### config.mk
export PLATFORM = sky130hd
export DESIGN_NAME = dmem_access_flat
export DESIGN_NICKNAME = d
export VERILOG_FILES = /design/src/rtl/mem_pkg.sv /design/src/rtl/dmem_access_if.sv /design/src/rtl/dmem_format.sv /design/src/rtl/dmem_access.sv /design/src/flat_wrapper.sv
export SDC_FILE = /design/constraint.sdc
export NUM_CORES = 1
export LEC_CHECK = 0
export ABC_AREA = 1
export CAP_MARGIN = 10
export CELL_PAD_IN_SITES_DETAIL_PLACEMENT = 1
export CELL_PAD_IN_SITES_GLOBAL_PLACEMENT = 2
export CORE_MARGIN = 3
export CORE_UTILIZATION = 27
export DETAILED_ROUTE_END_ITERATION = 10
export PLACE_DENSITY = 0.89
export SLEW_MARGIN = 20
export SYNTH_ARGS = -nofsm -noshare
export SYNTH_HDL_FRONTEND = slang
export SYNTH_SLANG_ARGS = --single-unit
export TNS_END_PERCENT = 1
### constraint.sdc
create_clock -name clk -period 5.7 [get_ports clk]
set_input_delay 1.425 -clock clk [delete_from_list [all_inputs] [get_ports clk]]
set_output_delay 1.425 -clock clk [all_outputs]
set_load 0.005 [all_outputs]
### src/rtl/mem_pkg.sv
// -----------------------------------------------------------------------------
// mem_pkg
// Shared encodings for the data-memory access stage:
//   - store size encoding driven on me_writeMem
//   - load type encoding driven on me_readMem
//   - state encoding of the dmem_access bus FSM
//   - helpers that classify an access (valid load, misaligned access)
// -----------------------------------------------------------------------------
package mem_pkg;

    // Store size (me_writeMem)
    typedef enum logic [1:0] {
        ST_NONE = 2'b00,
        ST_BYTE = 2'b01,
        ST_HALF = 2'b10,
        ST_WORD = 2'b11
    } st_size_e;

    // Load type (me_readMem); 3'b110 and 3'b111 are not loads
    typedef enum logic [2:0] {
        LD_NONE = 3'b000,
        LD_LB   = 3'b001,
        LD_LH   = 3'b010,
        LD_LW   = 3'b011,
        LD_LBU  = 3'b100,
        LD_LHU  = 3'b101
    } ld_type_e;

    // Bus FSM states
    typedef enum logic [1:0] {
        S_IDLE = 2'b00,
        S_REQ  = 2'b01,
        S_DONE = 2'b10
    } state_e;

    // True for the five real load encodings only
    function automatic logic ld_valid(input logic [2:0] ld_type);
        logic v;
        case (ld_type)
            LD_LB, LD_LH, LD_LW, LD_LBU, LD_LHU: v = 1'b1;
            default:                             v = 1'b0;
        endcase
        return v;
    endfunction

    // Misalignment of the access that will actually be performed.
    // A store takes precedence, so the load type is only examined when
    // no store is requested. Byte accesses can never be misaligned.
    function automatic logic is_misaligned(input logic [1:0] st_size,
                                           input logic [2:0] ld_type,
                                           input logic [1:0] offset);
        logic m;
        m = 1'b0;
        if (st_size != ST_NONE) begin
            case (st_size)
                ST_HALF: m = offset[0];
                ST_WORD: m = (offset != 2'b00);
                default: m = 1'b0;
            endcase
        end else begin
            case (ld_type)
                LD_LH, LD_LHU: m = offset[0];
                LD_LW:         m = (offset != 2'b00);
                default:       m = 1'b0;
            endcase
        end
        return m;
    endfunction

endpackage

### src/rtl/dmem_access_if.sv
// -----------------------------------------------------------------------------
// dmem_access_if
// Data-memory bus between the access stage (master) and the memory
// responder (slave).
//   dmem_req    master->slave  request valid, held until ack or abort
//   dmem_we     master->slave  write enable
//   dmem_addr   master->slave  word-aligned byte address
//   dmem_wdata  master->slave  lane-replicated store data
//   dmem_wstrb  master->slave  byte-lane strobes
//   dmem_ack    slave->master  completion, qualifies dmem_rdata
//   dmem_rdata  slave->master  read word
// -----------------------------------------------------------------------------
interface dmem_access_if;

    logic        dmem_req;
    logic        dmem_we;
    logic [31:0] dmem_addr;
    logic [31:0] dmem_wdata;
    logic [3:0]  dmem_wstrb;
    logic        dmem_ack;
    logic [31:0] dmem_rdata;

    modport master (
        output dmem_req,
        output dmem_we,
        output dmem_addr,
        output dmem_wdata,
        output dmem_wstrb,
        input  dmem_ack,
        input  dmem_rdata
    );

    modport slave (
        input  dmem_req,
        input  dmem_we,
        input  dmem_addr,
        input  dmem_wdata,
        input  dmem_wstrb,
        output dmem_ack,
        output dmem_rdata
    );

endinterface

### src/rtl/dmem_format.sv
// -----------------------------------------------------------------------------
// dmem_format
// Purely combinational lane handling for the data-memory access stage.
//   i_st_size    store size (ST_*), ST_NONE gives zero data and strobes
//   i_st_offset  byte offset of the store within its word
//   i_st_data    store data, right-aligned
//   i_ld_type    load type (LD_*), anything else formats to zero
//   i_ld_offset  byte offset of the load within its word
//   i_rdata      read word returned by memory
//   o_wdata      store data replicated across every lane it may occupy
//   o_wstrb      byte strobes selecting the written lanes
//   o_ld_data    extracted and sign/zero-extended load result
// -----------------------------------------------------------------------------
module dmem_format
    import mem_pkg::*;
(
    input  logic [1:0]  i_st_size,
    input  logic [1:0]  i_st_offset,
    input  logic [31:0] i_st_data,
    input  logic [2:0]  i_ld_type,
    input  logic [1:0]  i_ld_offset,
    input  logic [31:0] i_rdata,
    output logic [31:0] o_wdata,
    output logic [3:0]  o_wstrb,
    output logic [31:0] o_ld_data
);

    logic signed [7:0]  w_byte;
    logic signed [15:0] w_half;

    // Store path: data is replicated so the strobes alone pick the lane
    always_comb begin
        o_wdata = '0;
        o_wstrb = '0;
        case (i_st_size)
            ST_BYTE: begin
                o_wstrb = 4'b0001 << i_st_offset;
                o_wdata = {4{i_st_data[7:0]}};
            end
            ST_HALF: begin
                o_wstrb = 4'b0011 << {i_st_offset[1], 1'b0};
                o_wdata = {2{i_st_data[15:0]}};
            end
            ST_WORD: begin
                o_wstrb = 4'b1111;
                o_wdata = i_st_data;
            end
            default: begin
                o_wstrb = '0;
                o_wdata = '0;
            end
        endcase
    end

    // Load path: pick the lane, then extend according to the load type
    always_comb begin
        w_byte = i_rdata[7:0];
        case (i_ld_offset)
            2'd0:    w_byte = i_rdata[7:0];
            2'd1:    w_byte = i_rdata[15:8];
            2'd2:    w_byte = i_rdata[23:16];
            default: w_byte = i_rdata[31:24];
        endcase

        w_half = i_ld_offset[1] ? i_rdata[31:16] : i_rdata[15:0];

        o_ld_data = '0;
        case (i_ld_type)
            LD_LB:   o_ld_data = {{24{w_byte[7]}}, w_byte};
            LD_LH:   o_ld_data = {{16{w_half[15]}}, w_half};
            LD_LW:   o_ld_data = i_rdata;
            LD_LBU:  o_ld_data = {24'h000000, w_byte};
            LD_LHU:  o_ld_data = {16'h0000, w_half};
            default: o_ld_data = '0;
        endcase
    end

endmodule

### src/rtl/dmem_access.sv
// -----------------------------------------------------------------------------
// dmem_access
// Memory-stage access controller. Turns the pipeline's load/store request
// into a single bus transaction, stalls the pipeline until it finishes and
// returns the formatted load result.
//   clk          clock, all state updates on the rising edge
//   rst          asynchronous reset, active low
//   me_writeMem  store size (00 none, 01 byte, 10 half, 11 word)
//   me_readMem   load type (000 none, LB, LH, LW, LBU, LHU; 110/111 none)
//   me_outAlu    byte address of the access
//   me_rs2Data   store data, right-aligned
//   stall        holds the upstream pipeline while an access is incomplete
//   me_memOut    registered load result (zero after store/fault)
//   misaligned   one-cycle pulse, misaligned access dropped without bus use
//   bus_err      one-cycle pulse, no ack within ACK_TIMEOUT cycles
//   dmem         data-memory bus, master side
// -----------------------------------------------------------------------------
module dmem_access
    import mem_pkg::*;
#(
    parameter int ACK_TIMEOUT = 16
) (
    input  logic         clk,
    input  logic         rst,
    input  logic [1:0]   me_writeMem,
    input  logic [2:0]   me_readMem,
    input  logic [31:0]  me_outAlu,
    input  logic [31:0]  me_rs2Data,
    output logic         stall,
    output logic [31:0]  me_memOut,
    output logic         misaligned,
    output logic         bus_err,
    dmem_access_if.master dmem
);

    // Five bits cover the default range; widen only when the limit needs it
    localparam int CNT_W = (ACK_TIMEOUT > 32) ? 8 : 5;
    localparam logic [CNT_W-1:0] CNT_LAST = CNT_W'(ACK_TIMEOUT - 1);

    state_e            r_state;
    state_e            w_next;
    logic [CNT_W-1:0]  r_cnt;

    // Request captured on entry to REQ so the bus sees stable values
    logic [31:0]       r_addr;
    logic [31:0]       r_wdata;
    logic [3:0]        r_wstrb;
    logic              r_we;
    logic [2:0]        r_ld_type;
    logic [1:0]        r_ld_offset;

    logic [31:0]       r_mem_out;
    logic              r_misaligned;
    logic              r_bus_err;

    logic              w_is_store;
    logic              w_is_load;
    logic              w_access;
    logic              w_misalign;
    logic              w_start;
    logic              w_fault_mis;
    logic              w_timeout;
    logic              w_complete;
    logic              w_req;
    logic              w_stall;

    logic [31:0]       w_fmt_wdata;
    logic [3:0]        w_fmt_wstrb;
    logic [31:0]       w_fmt_ld;

    // A store wins over a simultaneous load
    assign w_is_store  = (me_writeMem != ST_NONE);
    assign w_is_load   = !w_is_store && ld_valid(me_readMem);
    assign w_access    = w_is_store || w_is_load;
    assign w_misalign  = is_misaligned(me_writeMem, me_readMem, me_outAlu[1:0]);

    assign w_start     = (r_state == S_IDLE) && w_access && !w_misalign;
    assign w_fault_mis = (r_state == S_IDLE) && w_access && w_misalign;
    // Ack is only meaningful while a request is on the bus
    assign w_complete  = (r_state == S_REQ) && dmem.dmem_ack;
    assign w_timeout   = (r_state == S_REQ) && !dmem.dmem_ack && (r_cnt == CNT_LAST);

    dmem_format u_format (
        .i_st_size   (me_writeMem),
        .i_st_offset (me_outAlu[1:0]),
        .i_st_data   (me_rs2Data),
        .i_ld_type   (r_ld_type),
        .i_ld_offset (r_ld_offset),
        .i_rdata     (dmem.dmem_rdata),
        .o_wdata     (w_fmt_wdata),
        .o_wstrb     (w_fmt_wstrb),
        .o_ld_data   (w_fmt_ld)
    );

    // ---------------- FSM state register ----------------
    always_ff @(posedge clk or negedge rst) begin
        if (!rst) begin
            r_state <= S_IDLE;
        end else begin
            r_state <= w_next;
        end
    end

    // ---------------- FSM next state and outputs ----------------
    always_comb begin
        w_next  = r_state;
        w_req   = 1'b0;
        w_stall = 1'b0;
        case (r_state)
            S_IDLE: begin
                w_stall = w_access;
                if (w_access) begin
                    w_next = w_misalign ? S_DONE : S_REQ;
                end
            end
            S_REQ: begin
                w_req   = 1'b1;
                w_stall = w_access;
                if (dmem.dmem_ack || w_timeout) begin
                    w_next = S_DONE;
                end
            end
            S_DONE: begin
                // Stall releases here so the pipeline moves on this cycle
                w_stall = 1'b0;
                w_next  = S_IDLE;
            end
            default: begin
                w_next = S_IDLE;
            end
        endcase
    end

    // ---------------- Ack-wait counter ----------------
    always_ff @(posedge clk or negedge rst) begin
        if (!rst) begin
            r_cnt <= '0;
        end else if (r_state == S_REQ) begin
            if (!dmem.dmem_ack) begin
                r_cnt <= r_cnt + CNT_W'(1);
            end
        end else begin
            r_cnt <= '0;
        end
    end

    // ---------------- Control and result registers ----------------
    always_ff @(posedge clk or negedge rst) begin
        if (!rst) begin
            r_we         <= 1'b0;
            r_mem_out    <= '0;
            r_misaligned <= 1'b0;
            r_bus_err    <= 1'b0;
        end else begin
            if (w_start) begin
                r_we <= w_is_store;
            end
            // A store carries LD_NONE, which formats to zero
            if (w_complete) begin
                r_mem_out <= w_fmt_ld;
            end else if (w_timeout || w_fault_mis) begin
                r_mem_out <= '0;
            end
            // Both pulses are set on the transition into DONE only
            r_misaligned <= w_fault_mis;
            r_bus_err    <= w_timeout;
        end
    end

    // ---------------- Captured request data ----------------
    always_ff @(posedge clk) begin
        if (w_start) begin
            r_addr      <= {me_outAlu[31:2], 2'b00};
            r_wdata     <= w_is_store ? w_fmt_wdata : 32'h0;
            r_wstrb     <= w_is_store ? w_fmt_wstrb : 4'h0;
            r_ld_type   <= w_is_store ? 3'(LD_NONE) : me_readMem;
            r_ld_offset <= me_outAlu[1:0];
        end
    end

    assign stall           = w_stall;
    assign me_memOut       = r_mem_out;
    assign misaligned      = r_misaligned;
    assign bus_err         = r_bus_err;

    assign dmem.dmem_req   = w_req;
    assign dmem.dmem_we    = w_req && r_we;
    assign dmem.dmem_addr  = r_addr;
    assign dmem.dmem_wdata = r_wdata;
    assign dmem.dmem_wstrb = r_wstrb;

endmodule

### src/flat_wrapper.sv
// flat-port wrapper written by rule: the top's interface ports become plain ports
module dmem_access_flat import mem_pkg::*;
#(
    parameter int ACK_TIMEOUT = 16
)
  (clk, rst, me_writeMem, me_readMem, me_outAlu, me_rs2Data, stall, me_memOut, misaligned, bus_err, dmem_dmem_req, dmem_dmem_we, dmem_dmem_addr, dmem_dmem_wdata, dmem_dmem_wstrb, dmem_dmem_ack, dmem_dmem_rdata);
  dmem_access_if dmem_i ();
  input  logic clk;
  input  logic rst;
  input  logic [1:0] me_writeMem;
  input  logic [2:0] me_readMem;
  input  logic [31:0] me_outAlu;
  input  logic [31:0] me_rs2Data;
  output logic stall;
  output logic [31:0] me_memOut;
  output logic misaligned;
  output logic bus_err;
  output wire logic [$bits(dmem_i.dmem_req)-1:0] dmem_dmem_req;
  output wire logic [$bits(dmem_i.dmem_we)-1:0] dmem_dmem_we;
  output wire logic [$bits(dmem_i.dmem_addr)-1:0] dmem_dmem_addr;
  output wire logic [$bits(dmem_i.dmem_wdata)-1:0] dmem_dmem_wdata;
  output wire logic [$bits(dmem_i.dmem_wstrb)-1:0] dmem_dmem_wstrb;
  input wire logic [$bits(dmem_i.dmem_ack)-1:0] dmem_dmem_ack;
  input wire logic [$bits(dmem_i.dmem_rdata)-1:0] dmem_dmem_rdata;
  assign dmem_dmem_req = dmem_i.dmem_req;
  assign dmem_dmem_we = dmem_i.dmem_we;
  assign dmem_dmem_addr = dmem_i.dmem_addr;
  assign dmem_dmem_wdata = dmem_i.dmem_wdata;
  assign dmem_dmem_wstrb = dmem_i.dmem_wstrb;
  assign dmem_i.dmem_ack = dmem_dmem_ack;
  assign dmem_i.dmem_rdata = dmem_dmem_rdata;
  dmem_access #(.ACK_TIMEOUT(ACK_TIMEOUT)) u_core (.clk(clk), .rst(rst), .me_writeMem(me_writeMem), .me_readMem(me_readMem), .me_outAlu(me_outAlu), .me_rs2Data(me_rs2Data), .stall(stall), .me_memOut(me_memOut), .misaligned(misaligned), .bus_err(bus_err), .dmem(dmem_i));
endmodule
# ---- Word-level counts from Yosys, hierarchy flattened
# Index checks and enable logic that the tools add are counted.
dict set report classes {
  add_sub_neg 1
  eq_ne 20
  shifts 2
  n_mux 19
  n_reduce_logical 23
}
# cell n
set op_table {}
lappend op_table {{32-bit one-hot mux with 5 select lines} 1}
lappend op_table {{32-bit one-hot mux with 3 select lines} 1}
lappend op_table {{32-bit 2-to-1 mux} 2}
lappend op_table {{8-bit one-hot mux with 3 select lines} 1}
lappend op_table {{16-bit 2-to-1 mux} 1}
lappend op_table {{3-bit by 2-bit equality test with 1-bit output, second input constant} 4}
lappend op_table {{3-bit equality test, second input constant} 4}
lappend op_table {{4-bit one-hot mux with 3 select lines} 1}
lappend op_table {{5-bit 2-to-1 mux} 2}
lappend op_table {{1-bit logical AND} 8}
lappend op_table {{2-bit by 1-bit equality test with 1-bit output, second input constant} 3}
lappend op_table {{2-bit equality test, second input constant} 3}
lappend op_table {{3-bit by 1-bit equality test with 1-bit output, second input constant} 2}
lappend op_table {{2-bit 2-to-1 mux} 3}
lappend op_table {{2-bit nonzero test} 3}
lappend op_table {{5-bit by 1-bit adder with 5-bit output, second input constant} 1}
lappend op_table {{5-bit by 4-bit equality test with 1-bit output, second input constant} 1}
lappend op_table {{5-bit OR reduction} 1}
lappend op_table {{2-bit logical NOT} 2}
lappend op_table {{1-bit 2-to-1 mux} 4}
lappend op_table {{2-bit inequality test, second input constant} 2}
lappend op_table {{1-bit one-hot mux with 2 select lines} 2}
lappend op_table {{2-bit one-hot mux with 2 select lines} 1}
lappend op_table {{2-bit OR reduction} 2}
lappend op_table {{other kinds (6)} 10}
dict set report totals {
  register_bits 113
  output_inout_bits 105
  elab_cells 76
}

# ---- Longest topological paths before layout
dict set report logic_depth {
  ltp_word 10
  depth_mapped 10
}

# ---- Modules after synthesis
# A second synthesis with hierarchy kept.
dict set report hier_totals {
  hier_cells 677
  area_unflattened_um2 5674.2
}
# module n_inst cells_each area_per_inst_um2
set by_module_without_submodules {}
lappend by_module_without_submodules {dmem_access 1 368 4269.1}
lappend by_module_without_submodules {dmem_format 1 309 1405.1}

# ---- Worst setup path after synthesis
# OpenSTA, ideal clock, no wires.
dict set report synth_path {
  kind {input-to-reg}
  from {input port me_writeMem[0]}
  to {register u_core.r_addr[10], in the netlist u_core.dmem.dmem_addr[10] (enable)}
  t_arrival_ns 3.363
  t_required_ns 5.275
  slack_ns 1.912
  stages 7
  n_path_buf 1
  cell_sequence {buf_2 > nor2_2 > inv_2 > nor2_1 > nor2_2 > nand3_1 > inv_1}
}
dict set report synth_via {
  elab_chain_cells 6
  elab_cells_between_ends 11
  classes_between {eq/ne (2); mux (2); reduce/logical (7)}
}
# item line
set synth_rtl {}
lappend synth_rtl {{start, declared} flat_wrapper.sv:10} ;# input logic [1:0] me_writeMem;
lappend synth_rtl {{parallel branches: the longest is 5 deep, another holds 2-bit equality test} --}
lappend synth_rtl {{1-bit logical AND *} dmem_access.sv:77} ;# assign w_start = (r_state == S_IDLE) && w_access && !w_misalign;
lappend synth_rtl {{via u_core.w_start} dmem_access.sv:60} ;# logic w_start;
lappend synth_rtl {{end signal, assigned} dmem_access.sv:173} ;# r_addr <= {me_outAlu[31:2], 2'b00};
lappend synth_rtl {{end, declared} dmem_access.sv:45} ;# logic [31:0] r_addr;
# Mark *: on every way through the listed nets, which the timed path passes.
# A chain may end at the register's enable or synchronous reset.

# ---- Worst setup path in the final report
dict set report layout_path {
  from {input port me_writeMem[1]}
  to {output port stall}
}
dict set report layout_via {
  elab_chain_cells 5
}
# item line
set layout_rtl {}
lappend layout_rtl {{2-bit nonzero test *} dmem_access.sv:72} ;# assign w_is_store = (me_writeMem != ST_NONE);
lappend layout_rtl {{1-bit logical NOT} dmem_access.sv:73} ;# assign w_is_load = !w_is_store && ld_valid(me_readMem);
lappend layout_rtl {{1-bit logical AND} dmem_access.sv:73}
lappend layout_rtl {{1-bit logical OR *} dmem_access.sv:74} ;# assign w_access = w_is_store || w_is_load;
lappend layout_rtl {{1-bit 2-to-1 mux *} dmem_access.sv:109} ;# case (r_state)
lappend layout_rtl {{end, declared} flat_wrapper.sv:14} ;# output logic stall;
# Every way passes the cells marked *; elsewhere a longest branch is shown, timed or not.

==> metrics.txt <==
initial antenna violation count 1; Post-synth ARST share 37.2%; final slew viol count 0; final antenna-violating net count 0; synthesized area 5260 sq um; sequential area share after synthesis 60.5%; worst path required time 4.28 ns; Iteration-0 DRC Markers 219; post-cts hold buffer count 0; post-synth cell types 30; largest fanout on the critical path 7; Slew HR 43.7%; utilization after layout 42.6%; CP endpoint kind output pin; met3 usage 9.25%; final instance area 8080 sq um; Post-Place Setup Slack 1.29 ns; number of clock sinks 113; DR vias 4706; max cap viols 0; Synth Flop Type edfxtp_1; Fin Clk Skew 0.0103 ns; CTS tree done; crit path launch type input port; WL per Instance 17.2 um; fraction of layout instances using a drive strength above 1 6.88%; CTS root buffer clkbuf_16; GR Util met1 19.6%; Placer Congestion 0.815; worst min path class register to register; H-tree levels 4; worst skew pair latency 0.42 ns; outcome completed; cell row count 50; Fin. Hold Viols 0; drc violations 0; diode count 0; Clock Power Share 30.6%; CP max-delay cell clkdlybuf4s50_1; # Post-CTS Setup Buffers 0; Pint 2260 uW; global route hottest layer met2; pwr dens 416 nW/um^2; Die ar. 21200 sq um; Peak VDD IR 202 uV; Syn Area/Cell 9.23 sq um; Congestion Overflow GR 0; Starting Density 27.8%; synth warn 0; largest net degree at the start of global routing 63; post-DR vias/cell 4.50; CP Class input port to output pin; number of port buffers 206; TNS Setup 0 ns; Final Critical Period 4.41 ns; combinational group share of total power 31.9%; slowest stage delay, CP 0.55 ns; RSZ-0062 raised after global routing no; Post-Syn Instances 570; PnR worst setup slack 1.29 ns; flops & latches, synth 113; Die Ht 146 um; Net Sw Frac 32.7%; worst-case hold slack 0.456 ns; FMAX 227 MHz; Yosys top cell by area edfxtp_1; TritonRoute pass-1 iters 6; IO Pins 209; Switch Pwr 1100 uW; most common cell in the netlist nand2_1; Post-synth EDFFs 71; die width 146 um; clock-pin slew on the worst setup and hold paths 0.06 ns; worst-path cell chain clkdlybuf4s50_1, nor2_2, nand2_1, nor2_1, nor2_1, clkdlybuf4s50_1; Arr. time, crit path 2.99 ns; post-CTS sizing 0; vias in the first global route 4973; Placed Area 7510 sq um; leakage power 0.00351 uW; Routed Wire Length 17900 um; Area Growth Syn to Fin 53.5%; core box area 19000 sq um; met2 Usage GRT 28.4%; maximum clock path buffer count 2; Yosys top cell area share 40.5%; sequential share of power 37.5%; synth top area cells edfxtp_1 41%, dfrtp_1 20%, nand2_1 14%; period utilisation layout 77.4%; fin nets 878; first-pass GRT wire length 28300 um; most common library cells after synthesis 195 x nand2_1, 79 x nand3_1, 71 x edfxtp_1, 48 x inv_1, 42 x dfrtp_1; GRT Total Usage 17.3%; CTS Buf Count 17; CP bufs+invs 2; final setup fails 0; HPWL Detailed 13500 um; cell family with most CP delay buffers and inverters; worst-margin pin slew 0.843 ns
-- worst paths after layout --
| kind | startpoint | slack, ns | end | depth (start not counted) |
|---|---|---|---|---|
| setup / recovery | me_writeMem[1] | 1.29 | stall | 6 |
| hold / removal | u_core.r_cnt[3]$_DFFE_PN0N_ | 0.46 | u_core.r_cnt[3]$_DFFE_PN0N_ | 1 |
| setup reg to reg | u_core.r_ld_offset[1]$_DFFE_PP_ | 3.34 | u_core.me_memOut[10]$_DFFE_PN0P_ | 7 |
| hold reg to reg | u_core.r_cnt[3]$_DFFE_PN0N_ | 0.46 | u_core.r_cnt[3]$_DFFE_PN0N_ | 1 |
| max in group asynchronous | rst | 4.30 | u_core.r_state[0]$_DFFE_PN0P_ | 1 |
| min in group asynchronous | rst | 1.00 | u_core.me_memOut[20]$_DFFE_PN0P_ | 1 |
-- metal layers --
metal,vias to the layer above,part of all wire [%]
met5,-,0.050
met4,2,1.0
met3,19,11
met2,180,47
met1,2211,40
li1,2294,-
-- sequential cells by signal, indices dropped and copies added (netlist names) --
register	cells
u_core.bus_err	1
u_core.dmem.dmem_addr	30
u_core.dmem.dmem_wdata	32
u_core.dmem.dmem_wstrb	4
u_core.me_memOut	32
u_core.misaligned	1
u_core.r_cnt	5
u_core.r_ld_offset	2
u_core.r_ld_type	3
u_core.r_state	2
u_core.r_we	1
-- layout make-up --
class,instances,area (sq um)
clock buffers,17,425
well taps,260,325
repair buffers,207,2080
flip-flops and latches,113,3180
multi-input cells,380,1730
inverters,53,199
clock inverters,15,140
fillers,2187,10900
-- placed cells by master (no fill, tap or decap), drive strengths merged --
| cell | netlist | layout |
|---|---|---|
| buf | 23 | 2 |
| nor2 | 28 | 28 |
| or2 | 2 | 2 |
| o22ai | 1 | 1 |
| clkbuf | 2 | 17 |
| ha | 2 | 2 |
| clkdlybuf4s50 | 0 | 205 |
| conb | 1 | 2 |
| o211ai | 8 | 8 |
| and3 | 1 | 1 |
| nand3b | 1 | 1 |
| nor3b | 1 | 1 |
| clkinvlp | 0 | 3 |
| edfxtp | 71 | 71 |
| nand2 | 198 | 198 |
| o21ai | 26 | 26 |
| nand4 | 7 | 7 |
| nor3 | 1 | 1 |
| nand3 | 81 | 81 |
| dfrtp | 42 | 42 |
| a21oi | 21 | 21 |
| clkinv | 1 | 3 |
| inv | 52 | 62 |
-- logic make-up after synthesis --
family,count (synthesis),share of synthesized area (%)
AO/OA/AOI/OAI,56,5.73
adder cells (fa/ha/maj),2,0.475
buffers and inverters,78,6.77
flip-flops,113,60.5
other,1,0.0712
AND/OR/NAND/NOR,320,26.5
-- power groups by stage --
stage	registers (uW)	logic [uW]	clock network [uW]
2_1_floorplan	1280	430	0
3_3_place_gp	1270	1080	0
3_5_place_dp	1280	1090	0
4_1_cts	1270	1100	1050
5_1_grt	1290	1190	1090
6_report	1260	1070	1030
-- per-stage QoR --
| stage | power [uW] | cells |
|---|---|---|
| 4_1_cts | 3420 | 1045 |
| 2_1_floorplan | 1710 | 571 |
| 6_report | 3360 | 1045 |
| 3_5_place_dp | 2380 | 1013 |
| 3_3_place_gp | 2350 | 1013 |
| 5_1_grt | 3570 | 1045 |
(Power assumes the default switching activity.)
